--- config.mk ---
export PLATFORM = sky130hd
export DESIGN_NAME = hazard_scoreboard_ctrl_flat
export DESIGN_NICKNAME = d
export VERILOG_FILES = /design/src/rtl/hazard_scoreboard_ctrl_pkg.sv /design/src/rtl/hazard_scoreboard_ctrl_if.sv /design/src/rtl/hazard_scoreboard_ctrl_sb_counter_bank.sv /design/src/rtl/hazard_scoreboard_ctrl.sv /design/src/flat_wrapper.sv
export SDC_FILE = /design/constraint.sdc
export NUM_CORES = 1
export LEC_CHECK = 0
export CAP_MARGIN = 40
export CORE_AREA = 2 2 122 124
export DETAILED_ROUTE_END_ITERATION = 8
export DIE_AREA = 0 0 124 126
export PLACE_DENSITY = 0.87
export SYNTH_ARGS = -nofsm -noshare
export SYNTH_HDL_FRONTEND = slang
export SYNTH_SLANG_ARGS = --single-unit
--- constraint.sdc ---
create_clock -name clk -period 12.9 [get_ports clk]
set_clock_uncertainty 0.05 [all_clocks]
set_input_delay 2.58 -clock clk [delete_from_list [all_inputs] [get_ports clk]]
set_output_delay 2.58 -clock clk [all_outputs]
set_load 0.005 [all_outputs]
--- src/rtl/hazard_scoreboard_ctrl_pkg.sv ---
// Shared sizing and FSM encoding for the LEGv8 issue/hazard controller.
package hazard_scoreboard_ctrl_pkg;

    localparam int unsigned NREGS    = 32;
    localparam int unsigned ADDRW    = 5;
    localparam int unsigned CNTW     = 2;
    localparam int unsigned ZERO_REG = 31;

    typedef enum logic [0:0] {
        StRun   = 1'b0,
        StFlush = 1'b1
    } state_e;

endpackage

--- src/rtl/hazard_scoreboard_ctrl_if.sv ---
// Decode/writeback/execute signals seen by the issue controller, plus its stall/flush outputs.
interface hazard_scoreboard_ctrl_if #(
    parameter int unsigned PERFW = 16
);
    import hazard_scoreboard_ctrl_pkg::*;

    logic             id_valid;
    logic [ADDRW-1:0] id_rn;
    logic [ADDRW-1:0] id_rm;
    logic             id_use_rn;
    logic             id_use_rm;
    logic [ADDRW-1:0] id_rd;
    logic             id_regwrite;
    logic             wb_valid;
    logic [ADDRW-1:0] wb_rd;
    logic             ex_pcsrc;
    logic             issue;
    logic             stall_if;
    logic             flush_ifid;
    logic             flush_idex;
    logic [NREGS-1:0] busy_mask;
    logic [PERFW-1:0] stall_count;

    modport master (
        output id_valid, id_rn, id_rm, id_use_rn, id_use_rm, id_rd, id_regwrite,
        output wb_valid, wb_rd, ex_pcsrc,
        input  issue, stall_if, flush_ifid, flush_idex, busy_mask, stall_count
    );

    modport slave (
        input  id_valid, id_rn, id_rm, id_use_rn, id_use_rm, id_rd, id_regwrite,
        input  wb_valid, wb_rd, ex_pcsrc,
        output issue, stall_if, flush_ifid, flush_idex, busy_mask, stall_count
    );

endinterface

--- src/rtl/hazard_scoreboard_ctrl_sb_counter_bank.sv ---
// Per-register pending-write counters; XZR has no counter and is never busy.
module sb_counter_bank
    import hazard_scoreboard_ctrl_pkg::*;
(
    input  logic             clk,
    input  logic             rst_n,
    input  logic             inc_i,
    input  logic [ADDRW-1:0] inc_idx_i,
    input  logic             wb_dec_i,
    input  logic [ADDRW-1:0] wb_idx_i,
    input  logic             sq_dec_i,
    input  logic [ADDRW-1:0] sq_idx_i,
    output logic [NREGS-1:0] busy_o
);

    localparam logic [CNTW-1:0] CntMax = '1;

    for (genvar r = 0; r < NREGS; r++) begin : g_reg
        if (r == ZERO_REG) begin : g_zero
            assign busy_o[r] = 1'b0;
        end else begin : g_cnt
            logic [CNTW-1:0] cnt_d, cnt_q;
            logic [CNTW+1:0] up, dec;

            // Writeback and squash can both hit one register, so dec spans 0..2.
            always_comb begin
                up  = {2'b00, cnt_q} + (CNTW+2)'(inc_i && (inc_idx_i == ADDRW'(r)));
                dec = (CNTW+2)'(wb_dec_i && (wb_idx_i == ADDRW'(r)))
                    + (CNTW+2)'(sq_dec_i && (sq_idx_i == ADDRW'(r)));
                if (up < dec) begin
                    cnt_d = '0;
                end else if ((up - dec) > {2'b00, CntMax}) begin
                    cnt_d = CntMax;
                end else begin
                    cnt_d = CNTW'(up - dec);
                end
            end

            always_ff @(posedge clk) begin
                if (!rst_n) begin
                    cnt_q <= '0;
                end else begin
                    cnt_q <= cnt_d;
                end
            end

            always_ff @(posedge clk) begin
                if (rst_n) begin
                    assert (up >= dec);
                    assert ((up - dec) <= {2'b00, CntMax});
                end
            end

            assign busy_o[r] = (cnt_q != '0);
        end
    end

endmodule

--- src/rtl/hazard_scoreboard_ctrl.sv ---
// Issue controller: RAW stall via pending-write scoreboard, taken-branch flush sequencing.
module hazard_scoreboard_ctrl
    import hazard_scoreboard_ctrl_pkg::*;
#(
    parameter int unsigned FLUSH_CYCLES = 2,
    parameter int unsigned PERFW        = 16
) (
    input logic                     clk,
    input logic                     rst_n,
    hazard_scoreboard_ctrl_if.slave bus
);

    localparam int unsigned FCNTW = (FLUSH_CYCLES > 2) ? $clog2(FLUSH_CYCLES - 1) : 1;

    state_e           state_d, state_q;
    logic [FCNTW-1:0] fcnt_d, fcnt_q;
    logic             slot_valid_d, slot_valid_q;
    logic [ADDRW-1:0] slot_rd_d, slot_rd_q;
    logic [PERFW-1:0] stall_cnt_d, stall_cnt_q;

    logic [NREGS-1:0] busy;
    logic             hazard, rn_hz, rm_hz;
    logic             issue, stall_if, flush_ifid, flush_idex, squash;

    assign rn_hz  = bus.id_use_rn && (bus.id_rn != ADDRW'(ZERO_REG)) && busy[bus.id_rn];
    assign rm_hz  = bus.id_use_rm && (bus.id_rm != ADDRW'(ZERO_REG)) && busy[bus.id_rm];
    assign hazard = bus.id_valid && (rn_hz || rm_hz);

    // The branch cycle is the first bubble; FLUSH supplies the remaining FLUSH_CYCLES-1.
    always_comb begin
        state_d      = state_q;
        fcnt_d       = fcnt_q;
        slot_valid_d = 1'b0;
        slot_rd_d    = slot_rd_q;
        stall_cnt_d  = stall_cnt_q;
        issue        = 1'b0;
        stall_if     = 1'b0;
        flush_ifid   = 1'b0;
        flush_idex   = 1'b0;
        squash       = 1'b0;
        if (!rst_n) begin
            flush_idex = 1'b1;
        end else begin
            unique case (state_q)
                StRun: begin
                    if (bus.ex_pcsrc) begin
                        flush_ifid = 1'b1;
                        flush_idex = 1'b1;
                        squash     = slot_valid_q;
                        if (FLUSH_CYCLES > 1) begin
                            state_d = StFlush;
                            fcnt_d  = FCNTW'(FLUSH_CYCLES - 2);
                        end
                    end else begin
                        issue        = bus.id_valid && !hazard;
                        stall_if     = hazard;
                        flush_idex   = hazard;
                        slot_valid_d = issue && bus.id_regwrite
                                       && (bus.id_rd != ADDRW'(ZERO_REG));
                        slot_rd_d    = bus.id_rd;
                        if (hazard && (stall_cnt_q != '1)) begin
                            stall_cnt_d = stall_cnt_q + 1'b1;
                        end
                    end
                end
                StFlush: begin
                    flush_ifid = 1'b1;
                    flush_idex = 1'b1;
                    fcnt_d     = fcnt_q - 1'b1;
                    if (fcnt_q == '0) begin
                        state_d = StRun;
                    end
                end
                default: state_d = StRun;
            endcase
        end
    end

    always_ff @(posedge clk) begin
        if (!rst_n) begin
            state_q      <= StRun;
            fcnt_q       <= '0;
            slot_valid_q <= 1'b0;
            slot_rd_q    <= '0;
            stall_cnt_q  <= '0;
        end else begin
            state_q      <= state_d;
            fcnt_q       <= fcnt_d;
            slot_valid_q <= slot_valid_d;
            slot_rd_q    <= slot_rd_d;
            stall_cnt_q  <= stall_cnt_d;
        end
    end

    sb_counter_bank u_bank (
        .clk       (clk),
        .rst_n     (rst_n),
        .inc_i     (issue && bus.id_regwrite && (bus.id_rd != ADDRW'(ZERO_REG))),
        .inc_idx_i (bus.id_rd),
        .wb_dec_i  (bus.wb_valid),
        .wb_idx_i  (bus.wb_rd),
        .sq_dec_i  (squash),
        .sq_idx_i  (slot_rd_q),
        .busy_o    (busy)
    );

    assign bus.issue       = issue;
    assign bus.stall_if    = stall_if;
    assign bus.flush_ifid  = flush_ifid;
    assign bus.flush_idex  = flush_idex;
    assign bus.busy_mask   = rst_n ? busy : '0;
    assign bus.stall_count = stall_cnt_q;

endmodule

--- src/flat_wrapper.sv ---
// flat-port wrapper written by rule: the top's interface ports become plain ports
module hazard_scoreboard_ctrl_flat import hazard_scoreboard_ctrl_pkg::*;
#(
    parameter int unsigned FLUSH_CYCLES = 2,
    parameter int unsigned PERFW        = 16
)
  (clk, rst_n, bus_id_valid, bus_id_rn, bus_id_rm, bus_id_use_rn, bus_id_use_rm, bus_id_rd, bus_id_regwrite, bus_wb_valid, bus_wb_rd, bus_ex_pcsrc, bus_issue, bus_stall_if, bus_flush_ifid, bus_flush_idex, bus_busy_mask, bus_stall_count);
  hazard_scoreboard_ctrl_if #(.PERFW(PERFW)) bus_i ();
  input logic clk;
  input logic rst_n;
  input wire logic [$bits(bus_i.id_valid)-1:0] bus_id_valid;
  input wire logic [$bits(bus_i.id_rn)-1:0] bus_id_rn;
  input wire logic [$bits(bus_i.id_rm)-1:0] bus_id_rm;
  input wire logic [$bits(bus_i.id_use_rn)-1:0] bus_id_use_rn;
  input wire logic [$bits(bus_i.id_use_rm)-1:0] bus_id_use_rm;
  input wire logic [$bits(bus_i.id_rd)-1:0] bus_id_rd;
  input wire logic [$bits(bus_i.id_regwrite)-1:0] bus_id_regwrite;
  input wire logic [$bits(bus_i.wb_valid)-1:0] bus_wb_valid;
  input wire logic [$bits(bus_i.wb_rd)-1:0] bus_wb_rd;
  input wire logic [$bits(bus_i.ex_pcsrc)-1:0] bus_ex_pcsrc;
  output wire logic [$bits(bus_i.issue)-1:0] bus_issue;
  output wire logic [$bits(bus_i.stall_if)-1:0] bus_stall_if;
  output wire logic [$bits(bus_i.flush_ifid)-1:0] bus_flush_ifid;
  output wire logic [$bits(bus_i.flush_idex)-1:0] bus_flush_idex;
  output wire logic [$bits(bus_i.busy_mask)-1:0] bus_busy_mask;
  output wire logic [$bits(bus_i.stall_count)-1:0] bus_stall_count;
  assign bus_i.id_valid = bus_id_valid;
  assign bus_i.id_rn = bus_id_rn;
  assign bus_i.id_rm = bus_id_rm;
  assign bus_i.id_use_rn = bus_id_use_rn;
  assign bus_i.id_use_rm = bus_id_use_rm;
  assign bus_i.id_rd = bus_id_rd;
  assign bus_i.id_regwrite = bus_id_regwrite;
  assign bus_i.wb_valid = bus_wb_valid;
  assign bus_i.wb_rd = bus_wb_rd;
  assign bus_i.ex_pcsrc = bus_ex_pcsrc;
  assign bus_issue = bus_i.issue;
  assign bus_stall_if = bus_i.stall_if;
  assign bus_flush_ifid = bus_i.flush_ifid;
  assign bus_flush_idex = bus_i.flush_idex;
  assign bus_busy_mask = bus_i.busy_mask;
  assign bus_stall_count = bus_i.stall_count;
  hazard_scoreboard_ctrl #(.FLUSH_CYCLES(FLUSH_CYCLES), .PERFW(PERFW)) u_core (.clk(clk), .rst_n(rst_n), .bus(bus_i));
endmodule
-- Word-level counts from Yosys, hierarchy flattened
Index checks and enable logic that the tools add are counted.
- reduce and logical (&&, ||, !) cells: 174
- $mul: 0
- bitwise logic cells: 3
- shift operators: 0
- eq/ne operators: 95
- div/mod/pow operators: 0
- mux-type cells: 55
- $lt $le $gt $ge: 64
- $add $sub $neg: 95
- operator list (cell ; number):
    5-bit equality test (second input constant) ; 45
    4-bit by 2-bit greater-than comparator with 1-bit output (second input constant) ; 31
    3-bit by 2-bit subtractor with 4-bit output ; 31
    5-bit by 4-bit equality test with 1-bit output (second input constant) ; 24
    1-bit logical AND ; 104
    2-bit by 1-bit adder with 3-bit output ; 31
    3-bit by 2-bit less-than comparator with 1-bit output ; 31
    1-bit by 1-bit adder with 2-bit output ; 31
    2-bit two-way mux ; 31
    2-bit nonzero test ; 31
    2-bit OR reduction ; 31
    5-bit by 3-bit equality test with 1-bit output (second input constant) ; 12
    31-bit two-way mux ; 1
    5-bit by 2-bit equality test with 1-bit output (second input constant) ; 6
    1-bit two-way mux ; 17
    16-bit by 1-bit adder with 16-bit output (second input constant) ; 1
    16-bit != test (second input constant) ; 1
    5-bit by 1-bit equality test with 1-bit output (second input constant) ; 3
    5-bit zero test ; 3
    5-bit != test (second input constant) ; 3
    5-bit by 6-bit less-than comparator with 1-bit output (second input constant) ; 2
    1-bit binary-select mux with 5-bit select ; 2
    1-bit one-hot mux with 2 select lines ; 4
    1-bit NOT ; 3
    7 further kinds ; 7
- output and inout port bits: 52
- memories kept: 0
- bits in latches: 0
- ROM bits: 0
- register bits after elaboration: 86
- input port bits: 28
- RAM bits: 0
- word-level logic and storage cells: 522

-- Logic depth before layout (Yosys ltp)
- word-level depth: 18
- gate-level depth with buffers: 20
- mapped depth without buffers: 17

-- By module
Synthesis repeated with hierarchy kept, for this count alone.
- cell total of the unflattened synthesis: 1082
- area, all modules: 9339.0 um^2
- by module, submodules not included (module ; seq. area each (um^2) ; cells an instance ; area each (um^2) ; times used):
    sb_counter_bank ; 1241.2 ; 835 ; 7151.9 ; 1
    hazard_scoreboard_ctrl ; 480.5 ; 247 ; 2187.1 ; 1

-- Worst setup path before layout
No wires, ideal clock.
- kind: input to output
- start: input port bus_id_rn[0]
- end: output port bus_issue
- data arrival time: 4.446 ns
- cell stages on the path: 8
- buffers on the path: 2
- required time: 10.270 ns
- path slack: 5.824 ns
- cells stage by stage: buf_4 -> or3_1 -> a211oi_1 -> a311oi_1 -> a22o_1 -> nor4b_4 -> buf_2 -> and4_1
- cells in the longest elaborated chain, start to end: 10
- elaborated cells between the ends (all ways): 12
- classes of those cells: 1 x eq/ne; 5 x mux; 6 x reduce/logical
- RTL lines (what ; line ; text):
    start: declaration ; flat_wrapper.sv:12 ; input wire logic [$bits(bus_i.id_rn)-1:0] bus_id_rn;
    1-bit binary-select mux with 5-bit select / 5-bit != test (equally long branches) ; hazard_scoreboard_ctrl.sv:25 ; assign rn_hz = bus.id_use_rn && (bus.id_rn != ADDRW'(ZERO_REG)) && busy[bus.id_rn];
    1-bit two-way mux (implied by the code) / 1-bit logical AND (equally long branches) ; hazard_scoreboard_ctrl.sv:25 ;
    1-bit logical AND (*) ; hazard_scoreboard_ctrl.sv:25 ;
    1-bit logical OR (*) ; hazard_scoreboard_ctrl.sv:27 ; assign hazard = bus.id_valid && (rn_hz || rm_hz);
    1-bit logical AND (*) ; hazard_scoreboard_ctrl.sv:27 ;
    1-bit zero test (*) ; hazard_scoreboard_ctrl.sv:55 ; issue = bus.id_valid && !hazard;
    1-bit logical AND (*) ; hazard_scoreboard_ctrl.sv:55 ;
    1-bit two-way mux (*) ; hazard_scoreboard_ctrl.sv:46 ; if (bus.ex_pcsrc) begin
    1-bit two-way mux (*) ; hazard_scoreboard_ctrl.sv:44 ; unique case (state_q)
    1-bit two-way mux (*) ; hazard_scoreboard_ctrl.sv:41 ; if (!rst_n) begin
    end: declaration ; flat_wrapper.sv:21 ; output wire logic [$bits(bus_i.issue)-1:0] bus_issue;
Mark *: on every way between the ends. The rest lies on a longest branch, timed or not. The select of a mux whose other input is x is not followed.

-- Worst setup path after layout
Ends and elaborated chain as after synthesis.

==> flow_metrics.env <==
export IMPL_status="complete, no violations"
export IMPL_use_met2_pct=52.71
export IMPL_cts_tree="built"
export IMPL_synth_top_family_by_area="adder cells"
export IMPL_maxSlewViolCount=0
export IMPL_grt_usage_pct=31.27
export IMPL_die_x_um=124
export IMPL_synth_top_area_share_pct=21.32
export IMPL_io_buffers=78
export IMPL_coreArea_sq_um=14310
export IMPL_p_per_area_nw_per_um2=92.10
export IMPL_setup_violations=0
export IMPL_start_util_pct=63.96
export IMPL_layout_nets=1404
export IMPL_ys_ff_latch=86
export IMPL_dp_cells=1331
export IMPL_place_hpwl_mm=18.23
export IMPL_worst_setup_path_end_kind="output pin"
export IMPL_synthMuxAreaShare_pct=3.307
export IMPL_ys_seq_area_share_pct=18.81
export IMPL_cts_path_max_buffers=2
export IMPL_antenna_diode_count=0
export IMPL_dr_first_iter_drc_count=763
export IMPL_relSlewSlack_pct=38.71
export IMPL_dieArea_sq_um=15620
export IMPL_cts_clk_slew_worst_paths_ps=70
export IMPL_placementRows=44
export IMPL_gp_congestion=1.008
export IMPL_yosysTopAreaCell="ha_1"
export IMPL_synth_edf_count=0
export IMPL_use_met1_pct=39.09
export IMPL_cts_resized_gates=0
export IMPL_cp_max_fo=26
export IMPL_setup_tns_ps=0
export IMPL_grt_busiest_layer="met2"
export IMPL_syn_inst=1108
export IMPL_place_area_sq_um=10010
export IMPL_async_flop_share_pct=0
export IMPL_vias=8095
export IMPL_syn_cell_area_sq_um=9155
export IMPL_fmax_mhz=119.1
export IMPL_drv_cap=0
export IMPL_fin_crit_sh_pct=65.07
export IMPL_synth_cell_types=56
export IMPL_routed_wl_mm=23.31
export IMPL_required_ps=10270
export IMPL_final_cell_area_sq_um=10300
export IMPL_cts_hold_buf=0
export IMPL_grt_max_degree=56
export IMPL_hold_slack_ps=435.5
export IMPL_hold_viol=0
export IMPL_cts_buffers=9
export IMPL_synth_commonest_cells="inv_1 (241), ha_1 (156), nor2_1 (145)"
export IMPL_drcViolationCount=0
export IMPL_leakage_nw=4.471
export IMPL_yosys_area_share_simple_pct=21.24
export IMPL_synthMostInstantiatedCell="inv_1"
export IMPL_fin_cells=1346
export IMPL_worst_setup_path_type="in -> out"
export IMPL_clk_root_buffer_cell="clkbuf_16"
export IMPL_synthXorXnorAreaFrac_pct=0
export IMPL_cp_start_kind="input port"
export IMPL_synth_compound_area_share_pct=9.731
export IMPL_first_global_vias=8048
export IMPL_grt_use_met3_pct=6.703
export IMPL_grt_setup_unrepaired="false"
export IMPL_timing_final_crit_period_ps=8394
export IMPL_ys_warn_count=0
export IMPL_wl_per_cell_um=17.32
export IMPL_hp_class="reg -> reg"
export IMPL_synth_adder_area_share_pct=34.88
export IMPL_die_y_um=126
export IMPL_clkLatencyLatePin_ps=360
export IMPL_finish_utilization_pct=71.99
export IMPL_antenna_found_initial=0
export IMPL_syn_to_final_growth_pct=12.56
export IMPL_grt_pass1_wl_mm=37.97
export IMPL_ant_nets=0
export IMPL_htree_levels=3
export IMPL_viasPerCell=6.014
export IMPL_postCtsSetupBuffers=0
export IMPL_postSynthAreaPerCell_sq_um=8.263
export IMPL_clock_sinks=86
export IMPL_worst_slew_pin_slew_ps=916.1
export IMPL_ios=80
export IMPL_layout_drive_gt1_share_pct=5.164
export IMPL_syn_nets=1354
export IMPL_synthTopCellsByArea="ha_1 (21%), dfxtp_1 (19%), fa_1 (14%)"
export IMPL_first_pass_iters=6
export IMPL_cp_arrival_ps=5760
export IMPL_synth_ff_type="dfxtp_1"
export IMPL_irDropWorstVdd_v=0.00006354
export IMPL_gr_total_overflow=0
[flip-flops by register name, summed over array words and instances, names as in the netlist]
signal and count:
u_core.u_bank.g.g_cnt.cnt_q 62, u_core.bus.stall_count 16, u_core.slot_rd_q 5, u_core.fcnt_q 1
u_core.slot_valid_q 1, u_core.state_q 1
[report_power, final]
group / leakage [nW] / total, mW / internal (mW) / switching [mW]
clock network: 0.147 / 0.273 / 0.151 / 0.122
registers: 0.703 / 0.343 / 0.303 / 0.0405
logic: 3.62 / 0.332 / 0.147 / 0.185
[metrics by stage]
stage,power [mW],setup slack [ps]
3_3_place_gp,0.6613,4593
3_5_place_dp,0.6718,4531
2_1_floorplan,0.5470,5824
4_1_cts,0.9438,4536
5_1_grt,1.002,4321
6_report,0.9490,4506
[per-layer routing]
metal | share of wire (%) | vias to the layer above | wire [um]
met3 | 8.2 | 81 | 1915
met2 | 48 | 369 | 11200
met5 | 0 | - | 0
li1 | - | 3792 | -
met1 | 40 | 3853 | 9343
met4 | 3.7 | 0 | 852
[worst max-delay path, cell delays in order]
cell and delay, ps:
clkdlybuf4s50_1 880, or3b_1 430, a211oi_1 200, a311oi_1 90
a22o_1 290, nor4b_4 260, buf_4 300, and4_1 220
clkdlybuf4s50_1 490
[cells by family after synthesis]
kind of cell             count (synthesis)
multiplexers                            20
flip-flops                              86
AND/OR/NAND/NOR                        372
other                                    1
buffers and inverters                  286
adder cells (fa/ha/maj)                218
AO/OA/AOI/OAI                          125
[layout make-up]
class,instances,area (sq um)
timing repair buffer,82,810.8
fill,1078,4009
sequential,86,1722
tap,184,230.2
inverter,243,912.1
multi-input combinational,736,6335
clock buffer,9,225.2
clock inverter,6,70.07
[cells in the final DEF, fill, tap and decap left out, drive strengths merged, types with 5 or more instances in the layout]
cell type        n
a21oi           17
a311oi          21
a31oi           29
clkbuf           9
clkdlybuf4s50   78
dfxtp           86
fa              62
ha             156
inv            246
mux2i           10
mux4             8
nand2           55
nand2b          32
nand3           18
nand4            5
nor2           145
nor2b            8
nor3            43
nor3b            6
nor4            32
o21ai            7
o31ai           34
or3              9
[worst paths after layout]
check	from	endpoint	slack, ps	depth (start not counted)
worst min register to register	u_core.bus.stall_count[10]	u_core.bus.stall_count[10]	440	2
worst max-delay path	bus_id_rn[0]	bus_issue	4510	9
worst min-delay path	u_core.bus.stall_count[10]	u_core.bus.stall_count[10]	440	2
worst max register to register	u_core.u_bank.g_reg[1].g_cnt.cnt_q[1]	u_core.u_bank.g_reg[15].g_cnt.cnt_q[0]	7910	16
Power figures use the tool's default switching activity.
